===== src/rtl/bdc_clk_phase_generator.sv =====
// BDC clock strobe and sub-phase tap generator driven by a remainder accumulator.
// Define BDC_CLK_PHASE_TAPS_EN to build the threshold registers and phase_pulse[NPH-1:1] taps.
module bdc_clk_phase_generator #(
    parameter int DIV_LOG2   = 7,
    parameter int SYNC_W     = 32,
    parameter int PHASE_LOG2 = 2
) (
    input  logic                         clk,
    input  logic                         rst,
    input  logic                         enable,
    input  logic [SYNC_W-1:0]            sync_length,
    input  logic                         set_sync_length,
    output logic                         bdc_clk_pulse,
    output logic [(1<<PHASE_LOG2)-1:0]   phase_pulse,
    output logic                         locked,
    output logic                         len_err
);

    localparam int NPH = 1 << PHASE_LOG2;
    localparam logic [SYNC_W:0] STEP = (SYNC_W+1)'(1) << DIV_LOG2;
`ifdef BDC_CLK_PHASE_TAPS_EN
    localparam logic [SYNC_W:0] MINLEN = STEP << PHASE_LOG2;
`else
    localparam logic [SYNC_W:0] MINLEN = STEP;
`endif

    logic [SYNC_W-1:0] len_q, len_d;
    logic [SYNC_W:0]   acc_q, acc_d;
    logic              locked_q, locked_d;
    logic              len_err_q, len_err_d;
    logic              bdc_q, bdc_d;
    logic [NPH-1:0]    tap_q, tap_d;
    logic [SYNC_W:0]   acc_next;
    logic              step_en;

`ifdef BDC_CLK_PHASE_TAPS_EN
    logic              thr_rdy_q, thr_rdy_d;
    logic [SYNC_W-1:0] thr_q [1:NPH-1];

    // Full-width product, then truncate: thr_k = floor(len * k / NPH).
    function automatic logic [SYNC_W-1:0] tap_threshold(input logic [SYNC_W-1:0] len,
                                                        input int k);
        logic [SYNC_W+PHASE_LOG2-1:0] prod;
        prod = (SYNC_W+PHASE_LOG2)'(len) * (SYNC_W+PHASE_LOG2)'(k);
        return prod[SYNC_W+PHASE_LOG2-1:PHASE_LOG2];
    endfunction

    // Thresholds are captured once, in the cycle after a valid load.
    always_ff @(posedge clk) begin
        if (!thr_rdy_q) begin
            for (int k = 1; k < NPH; k++) begin
                thr_q[k] <= tap_threshold(len_q, k);
            end
        end
    end
`endif

    always_comb begin
        len_d     = len_q;
        acc_d     = acc_q;
        locked_d  = locked_q;
        len_err_d = len_err_q;
        bdc_d     = 1'b0;
        tap_d     = '0;
        acc_next  = acc_q + STEP;
        step_en   = locked_q && enable;
`ifdef BDC_CLK_PHASE_TAPS_EN
        thr_rdy_d = locked_q;
        step_en   = step_en && thr_rdy_q;
`endif
        if (set_sync_length) begin
            if ({1'b0, sync_length} >= MINLEN) begin
                len_d     = sync_length;
                acc_d     = '0;
                locked_d  = 1'b1;
                len_err_d = 1'b0;
`ifdef BDC_CLK_PHASE_TAPS_EN
                thr_rdy_d = 1'b0;
`endif
            end else begin
                len_err_d = 1'b1;
            end
        end else if (step_en) begin
            if (acc_next >= {1'b0, len_q}) begin
                acc_d = acc_next - {1'b0, len_q};
                bdc_d = 1'b1;
            end else begin
                acc_d = acc_next;
            end
`ifdef BDC_CLK_PHASE_TAPS_EN
            // A tap fires when this step carries the accumulator across its threshold.
            for (int k = 1; k < NPH; k++) begin
                if (({1'b0, thr_q[k]} > acc_q) && ({1'b0, thr_q[k]} <= acc_next)) begin
                    tap_d[k] = 1'b1;
                end
            end
`endif
        end
        tap_d[0] = bdc_d;
    end

    always_ff @(posedge clk) begin
        if (rst) begin
            len_q     <= '0;
            acc_q     <= '0;
            locked_q  <= 1'b0;
            len_err_q <= 1'b0;
            bdc_q     <= 1'b0;
            tap_q     <= '0;
`ifdef BDC_CLK_PHASE_TAPS_EN
            thr_rdy_q <= 1'b0;
`endif
        end else begin
            len_q     <= len_d;
            acc_q     <= acc_d;
            locked_q  <= locked_d;
            len_err_q <= len_err_d;
            bdc_q     <= bdc_d;
            tap_q     <= tap_d;
`ifdef BDC_CLK_PHASE_TAPS_EN
            thr_rdy_q <= thr_rdy_d;
`endif
        end
    end

    assign bdc_clk_pulse = bdc_q;
    assign phase_pulse   = tap_q;
    assign locked        = locked_q;
    assign len_err       = len_err_q;

endmodule


===== config.mk =====
export PLATFORM = sky130hd
export DESIGN_NAME = bdc_clk_phase_generator
export DESIGN_NICKNAME = d
export VERILOG_FILES = /design/src/rtl/bdc_clk_phase_generator.sv
export SDC_FILE = /design/constraint.sdc
export NUM_CORES = 1
export LEC_CHECK = 0
export ABC_AREA = 1
export CORE_ASPECT_RATIO = 0.9
export CORE_MARGIN = 1.5
export CORE_UTILIZATION = 40
export CTS_BUF_LIST = sky130_fd_sc_hd__clkbuf_8
export DETAILED_ROUTE_END_ITERATION = 8
export GPL_TIMING_DRIVEN = 0
export PLACE_DENSITY = 0.66
export SLEW_MARGIN = 0
export SYNTH_ARGS = -nofsm -noshare
export SYNTH_HDL_FRONTEND = slang
export SYNTH_SLANG_ARGS = --single-unit

===== constraint.sdc =====
create_clock -name clk -period 3.7 [get_ports clk]
set_input_delay 1.11 -clock clk [delete_from_list [all_inputs] [get_ports clk]]
set_output_delay 1.11 -clock clk [all_outputs]
set_load 0.02 [all_outputs]

# [Word-level counts from Yosys, hierarchy flattened]
# Index checks and enable logic that the tools add are counted.
[word_totals] ff_bits=71 latchBits=0 mem_bits_rw=0 mem_bits_ro=0 input_bits=36 out_inout_bits=7 elab_cells=23 mem_count=0
[op_classes] n_addsub=2 multipliers=0 n_div=0 n_lt_le_gt_ge=2 n_eq_ne=1 n_shift=0 muxes=8 bitwise=0 reduce_logical=4
[ops] operator="33-bit 2-to-1 mux" n=4
[ops] operator="33-bit by 8-bit adder with 33-bit output, second input constant" n=1
[ops] operator="33-bit by 32-bit greater-or-equal comparator with 1-bit output" n=1
[ops] operator="33-bit by 32-bit subtractor with 33-bit output" n=1
[ops] operator="32-bit by 8-bit greater-or-equal comparator with 1-bit output, second input constant" n=1
[ops] operator="1-bit 2-to-1 mux" n=4
[ops] operator="2-bit AND reduction" n=2
[ops] operator="2-bit by 1-bit inequality test with 1-bit output, second input constant" n=1
[ops] operator="2-bit nonzero test" n=1
[ops] operator="1-bit logical AND" n=1

# [Depth between registers and ports, before layout]
# Gate-level depths: netlist of the first run.
[depth] depth_word=5 ltp_mapped=23 depth_no_buf=23

# [Worst setup path after synthesis of the first run]
# No wires, ideal clock.
[synth_path] path_type="reg2reg" from="register acc_q[7]" to="register acc_q[28]" setup_time_ps=132 t_arrival_ps=2973 required_time_ps=3568 slack_ps=595 stages_incl_launch_ff=24 path_buffers=1 synth_period_minus_slack_ps=3105 cell_sequence="dfxtp_1 > ha_1 > nand2_1 > nor2_2 > nand2_1 > nor2_1 > nand3_1 > nor2_1 > nand2_1 > xor2_1 > inv_1 > ha_1 > nand2_1 > nor2_1 > nand2_1 > nor2_1 > a21oi_1 > o211ai_1 > inv_2 > nand3_4 > buf_6 > nand3_1 > nand2_1 > a21oi_1"
[synth_via] elab_chain_len=5 word_cells_on_any_way=6 classes_between="2 x add/sub; 1 x order compare; 3 x mux"
[synth_lines] item="from (decl)" line_no="28" text="logic [SYNC_W:0] acc_q, acc_d;"
[synth_lines] item="from (signal assigned)" line_no="105" text="acc_q <= '0;"
[synth_lines] item="from (signal assigned)" line_no="115" text="acc_q <= acc_d;"
[synth_lines] item="33-bit by 8-bit adder with 33-bit output (*)" line_no="65" text="acc_next = acc_q + STEP;"
[synth_lines] item="33-bit by 32-bit subtractor with 33-bit output / 33-bit by 32-bit greater-or-equal comparator with 1-bit output (equally long branches)" line_no="85, 84"
[synth_lines] item="33-bit 2-to-1 mux (*)" line_no="84" text="if (acc_next >= {1'b0, len_q}) begin"
[synth_lines] item="33-bit 2-to-1 mux (*)" line_no="83" text="end else if (step_en) begin"
[synth_lines] item="33-bit 2-to-1 mux (*)" line_no="71" text="if (set_sync_length) begin"
# Every way passes the cells marked *; elsewhere a longest branch is shown, timed or not. The select of a mux whose other input is x is not followed.
# A chain may end at the register's enable or synchronous reset.

# [Worst setup path in the final report of the first run]
[layout_path] from="register acc_q[7]" to="register acc_q[20]"
# The elaborated chain is that of the path after synthesis.

==> impl_metrics.ini, run 1 <==
[outcome]
status = finished, final reports clean

[clock_network]
cts.clk_slew.worst_paths_ns = 0.08
ctsHoldBuffers = 0
numCtsBuffers = 9
insertion_delay_ns = 0.38
clockBufferDepth = 2
cts_sinks = 68
tritoncts = yes
cts_root_buffer = clkbuf_8
htreeDepth = 3

[placed_design]
place_congestion = 1.03
place_hpwl_um = 13300
port_buffers = 38
post-place-cells = 1113
place_ws_ns = -0.128

[power_and_ir_drop]
finalPower_mw = 1.85
p_leak_nw = 3.21
max-vdd-ir-drop_uv = 295
p_per_area_nw_per_um2 = 273

[sta]
setup_viol = 0
maxSlewHeadroom_pct = 57.6
hold_violations = 0
post-route-worst-setup-slack_ns = 0.148
period_needed_ns = 3.55
fin_worst_skew_ns = 0.0143
fmaxAchievable_mhz = 282
fin_crit_sh_pct = 96.0
fin_setup_tns_ns = 0
worstMarginPinSlew_ns = 0.636
slew_violations = 0

[final_layout]
antenna_cells = 0
drive_gt1_share_pct = 10.8
multiInputGateArea_um2 = 3840
postLayoutCoreUtil_pct = 50.4
fill_cells = 1391
layout.area.seq_um2 = 1380
nets = 1035
finalNonFillerCells = 1138
areaGrowthSynthToFinish_pct = 22.4

[global_routing]
grt_pass1_wl_um = 26500
grt_overflow = 0
antenna_found_initial = 0
grt_max_degree = 13
grt_usage_pct = 23.4
grt_pass1_vias = 5317

[route]
via_count = 5820
drc = 0
viasPerCell = 5.11
avgRoutedWirePerCell_um = 14.5
postRouteWirelength_um = 16500
drtIter0Drc = 384
dr.pass1.iters = 4
postRouteAntennaNets = 0

[logic_synthesis]
ys_warn_count = 0
ys_seq_elements = 68
synthArstFlopShare_pct = 0
syn_inst = 905
syn_area_per_cell_um2 = 6.12
synth_edf_count = 0
yosysUniqueCellTypes = 37
synth_ff_type = dfxtp_1
synth_seq_area_share_pct = 24.6
syn-cell-area_um2 = 5540

[setup_path]
startpoint = acc_q[7]
timing.critical_path.from_type = flip-flop
crit_fanout = 7
reg2reg_slack_ns = 0.15
r2r_end = acc_q[20]
critPathArrivalTime_ns = 3.85
critPathKind = reg2reg
endpoint_kind = flip-flop
r2r_start = acc_q[7]
reg2reg_depth = 21
required_ns = 4.00

[floorplan]
die-area_um2 = 14600
die_width_um = 127
die_y_um = 115
placeableCoreArea_um2 = 13500
placementRows = 40
ios = 43
initial_core_util_pct = 41.2

[flow_run]
drv_cap = 0

[hold_path]
hold_start = len_q[2]
hold_path_depth = 2
hold_end = len_q[2]
hold_path.class = reg2reg
## report_power, final
part	switching [mW]	internal [mW]
clock	0.306	0.376
sequential	0.00716	0.756
combinational	0.259	0.149
total	0.572	1.28
## how the worst max path moves through the flow
stage,to,depth (start not counted)
floorplan,acc_q[28],23
global placement,acc_q[27],22
detailed placement,acc_q[27],22
CTS,acc_q[31],23
global route,acc_q[27],23
finish,acc_q[20],21
## critical path: stages, from the launching register on
cell      delay (ns)
dfxtp_4         0.37
ha_1            0.16
nand2_1         0.08
nor2_2          0.17
nand4_1         0.21
nor2_2          0.20
nand2_2         0.11
nor2_4          0.17
xor2_4          0.24
ha_4            0.26
nand2_1         0.12
nor2_2          0.06
nand2_1         0.10
nor2_2          0.06
a21oi_1         0.16
o211ai_1        0.16
inv_2           0.10
nand3_4         0.21
buf_8           0.22
nand2_1         0.08
nand3_1         0.09
a21oi_1         0.14
## kinds of logic (layout without fill, tap and decap cells)
kind of cell / after synthesis / in the layout / share of synthesized area (%)
DFF: 68 / 68 / 24.6
xor gates and xnor gates: 40 / 40 / 6.32
AOI/OAI and AO/OA: 162 / 162 / 15.3
and+or+nand+nor: 441 / 441 / 34.3
adders and majority gates: 34 / 34 / 7.81
buffers and inverters: 159 / 222 / 11.6
other: 1 / 3 / 0.0677
## repair_timing
| item | 4_1_cts | 5_1_grt |
|---|---|---|
| setup endpoints to repair | 33 | 34 |
| cloned | 0 | 2 |
| buffers inserted | 0 | 7 |
| pin swaps | 0 | 13 |
| gates resized for setup | 7 | 71 |
## routing by layer
metal  GRT usage (%)  part of all wire, %
met5               0                    0
met4            7.88                  1.9
met3            2.76                  4.4
met2            36.3                   43
met1            33.7                   50
## cells in the mapped netlist, types with 2 or more instances
library cell | number | area share [%]
o211ai_1 | 4 | 0.54
nor2_2 | 4 | 0.45
a21o_1 | 2 | 0.27
nand2_2 | 2 | 0.23
a21oi_1 | 96 | 8.7
xnor2_1 | 20 | 3.2
nand3_1 | 74 | 6.7
inv_1 | 126 | 8.5
nor3_1 | 9 | 0.81
nand3b_1 | 12 | 1.6
ha_1 | 33 | 7.4
clkbuf_1 | 14 | 0.95
buf_2 | 7 | 0.63
o21ai_0 | 48 | 4.3
nand4_1 | 12 | 1.4
dfxtp_1 | 68 | 25
buf_6 | 3 | 0.61
inv_2 | 2 | 0.14
o21bai_1 | 5 | 0.68
nor2_1 | 74 | 5.0
nor4_1 | 5 | 0.56
buf_4 | 4 | 0.54
xor2_1 | 20 | 3.2
buf_1 | 2 | 0.14
nand3_2 | 2 | 0.36
o22ai_1 | 2 | 0.23
a31oi_1 | 4 | 0.45
nand2_1 | 242 | 16
## registers in the layout (all words and copies together) (netlist names)
register     cells
len_q           32
phase_pulse      1
locked           1
len_err          1
acc_q           33
## final cells by class
cell class / count / area share (%)
inverters: 129 / 7.14
plain buffers: 30 / 2.53
multi-input cells: 680 / 56.6
well taps: 168 / 3.10
clock buffers: 9 / 1.83
clock inverters: 7 / 1.37
flip-flops and latches: 68 / 20.4
repair buffers: 47 / 7.12
## stage by stage
stage,hold slack [ns],area (µm²)
global placement,0.458,6140
detailed placement,0.463,6140
global route,0.504,6780
floorplan,0.435,5550
finish,0.473,6780
CTS,0.476,6390
## placed cells by master (no fill, tap or decap), drive strengths merged, types with 4 or more instances in the layout
cell / instances
buf: 22
nand2: 244
dfxtp: 68
nand3: 77
a31oi: 4
inv: 129
o21bai: 5
nor4: 5
ha: 33
nand4: 12
o21ai: 48
nand3b: 12
xor2: 20
o211ai: 4
clkdlybuf4s50: 38
nor2: 79
clkbuf: 26
xnor2: 20
a21oi: 96
nor3: 9
Power figures use the tool's default switching activity.
==> inputs of run 2 (changes only) <==
- HOLD_SLACK_MARGIN: default -> 0.12
- PLACE_DENSITY: 0.66 -> 0.62
==> impl_metrics.ini, run 2 (synthesis results as in run 1) <==
[sta]
worstMarginPinSlew_ns = 0.638
fmaxAchievable_mhz = 287
setup_viol = 0
maxSlewHeadroom_pct = 57.4
hold_violations = 0
period_needed_ns = 3.48
fin_crit_sh_pct = 94.0
fin_worst_skew_ns = 0.0185
slew_violations = 0
fin_setup_tns_ns = 0
post-route-worst-setup-slack_ns = 0.221

[placed_design]
place_hpwl_um = 13700
placed_area_um2 = 6140
post-place-cells = 1113
place_ws_ns = -0.143
place_congestion = 0.963
port_buffers = 38

[power_and_ir_drop]
p_per_area_nw_per_um2 = 281
seqPwrFrac_pct = 41.2
p_leak_nw = 3.16
finalPower_mw = 1.86
p_sw_mw = 0.574
p_comb_share_pct = 21.9
swShare_pct = 30.9
pwr-share-clk_pct = 36.9
power.internal_mw = 1.28
max-vdd-ir-drop_uv = 208

[final_layout]
drive_gt1_share_pct = 9.15
design_area_um2 = 6610
largest_register = acc_q
nets = 1028
antenna_cells = 0
layout_common_cells = 239 x nand2_1, 126 x inv_1, 94 x a21oi_1
reg_top3 = acc_q x33, len_q x32
finalNonFillerCells = 1130
areaGrowthSynthToFinish_pct = 19.2
largest_reg_flops = 33
layout_commonest_cell = nand2_1

[setup_path]
path_cells = ha_1 -> nand2_1 -> nor2_4 -> nand4_1 -> nor2_2 -> nand4_1 -> xor2_1 -> inv_1 -> ha_4 -> nand2_1 -> nor2_2 -> nand2_1 -> nor2_2 -> a21oi_1 -> o211ai_1 -> inv_2 -> nand3_4 -> buf_6 -> nand3_1 -> nand2_1 -> a21oi_1
critPathArrivalTime_ns = 3.70
endpoint_kind = flip-flop
cp_top_family = simple AND/OR/NAND/NOR gates
crit_fanout = 10
timing.critical_path.from_type = flip-flop
crit_top_cell = nand2_1
startpoint = acc_q[7]
critPathBufInv = 3
required_ns = 3.93
r2r_start = acc_q[7]
critPathKind = reg2reg
cpMaxStageDelayCell = dfxtp_2
max_stage_delay_ns = 0.38

[floorplan]
die-area_um2 = 14600
placementRows = 40
initial_core_util_pct = 41.2
placeableCoreArea_um2 = 13500
die_width_um = 127
die_y_um = 115
ios = 43

[flow_run]
drv_cap = 0

[global_routing]
grt_usage_pct = 23.8
antenna_found_initial = 0
grt_max_degree = 13
grt_pass1_vias = 5224
grt_pass1_wl_um = 26600
grt_overflow = 0

[clock_network]
insertion_delay_ns = 0.37
ctsHoldBuffers = 0
cts_sinks = 68
clockBufferDepth = 2
numCtsBuffers = 9
cts_root_buffer = clkbuf_8
cts.clk_slew.worst_paths_ns = 0.07
htreeDepth = 3
tritoncts = yes

[route]
avgRoutedWirePerCell_um = 14.8
drtIter0Drc = 432
dr.pass1.iters = 6
drc = 0
postRouteAntennaNets = 0
via_count = 5847
postRouteWirelength_um = 16700
viasPerCell = 5.17

[hold_path]
hold_start = len_q[6]
hold_path.class = reg2reg

[outcome]
status = finished, final reports clean
run 2: timing repair:
action,in CTS,in global routing
buffers inserted,0,2
pin swaps,1,9
resized for setup,8,48
setup endpoints to repair,33,34
run 2: power by group through the flow:
stage / clock (mW) / sequential (mW) / combinational [mW]
CTS: 0.700 / 0.764 / 0.392
global route: 0.738 / 0.767 / 0.454
finish: 0.684 / 0.764 / 0.407
floorplan: 0 / 0.782 / 0.260
global placement: 0 / 0.781 / 0.387
detailed placement: 0 / 0.781 / 0.388
run 2: worst reg2reg max path, delay by kind of cell, from the launching register on:
family | cells | cell delay, ns
xor+xnor | 1 | 0.18
compound gates | 3 | 0.33
simple gates | 12 | 1.54
fa+ha+maj | 2 | 0.51
flops | 1 | 0.38
buf+inv | 3 | 0.38
run 2: metal layers:
layer / vias up / track usage, % / routed length (µm)
met2: 174 / 35.8 / 7030
li1: 3026 / - / -
met5: - / 0 / 0
met3: 17 / 3.04 / 1010
met4: 0 / 8.11 / 285
met1: 2630 / 35.1 / 8410
run 2: path summary, 6_finish.rpt:
| kind | endpoint | slack, ns | cells after the start |
|---|---|---|---|
| max | acc_q[31] | 0.22 | 21 |
| min | len_q[6] | 0.47 | 2 |
| max reg2reg | acc_q[31] | 0.22 | 21 |
| min reg2reg | len_q[6] | 0.47 | 2 |
run 2: final cells by class:
| type | count | area [µm²] |
|---|---|---|
| fill | 1445 | 6860 |
| multi-input combinational | 680 | 3760 |
| sequential | 68 | 1370 |
| inverter | 129 | 484 |
| timing repair buffer | 40 | 395 |
| tap | 168 | 210 |
| buffer | 30 | 164 |
| clock buffer | 9 | 124 |
| clock inverter | 6 | 88.8 |
run 2: stage by stage:
stage	hold slack, ns	utilization, %
CTS	0.471	47.5
global placement	0.457	45.6
global route	0.509	49.1
finish	0.469	49.1
detailed placement	0.459	45.6
floorplan	0.435	-
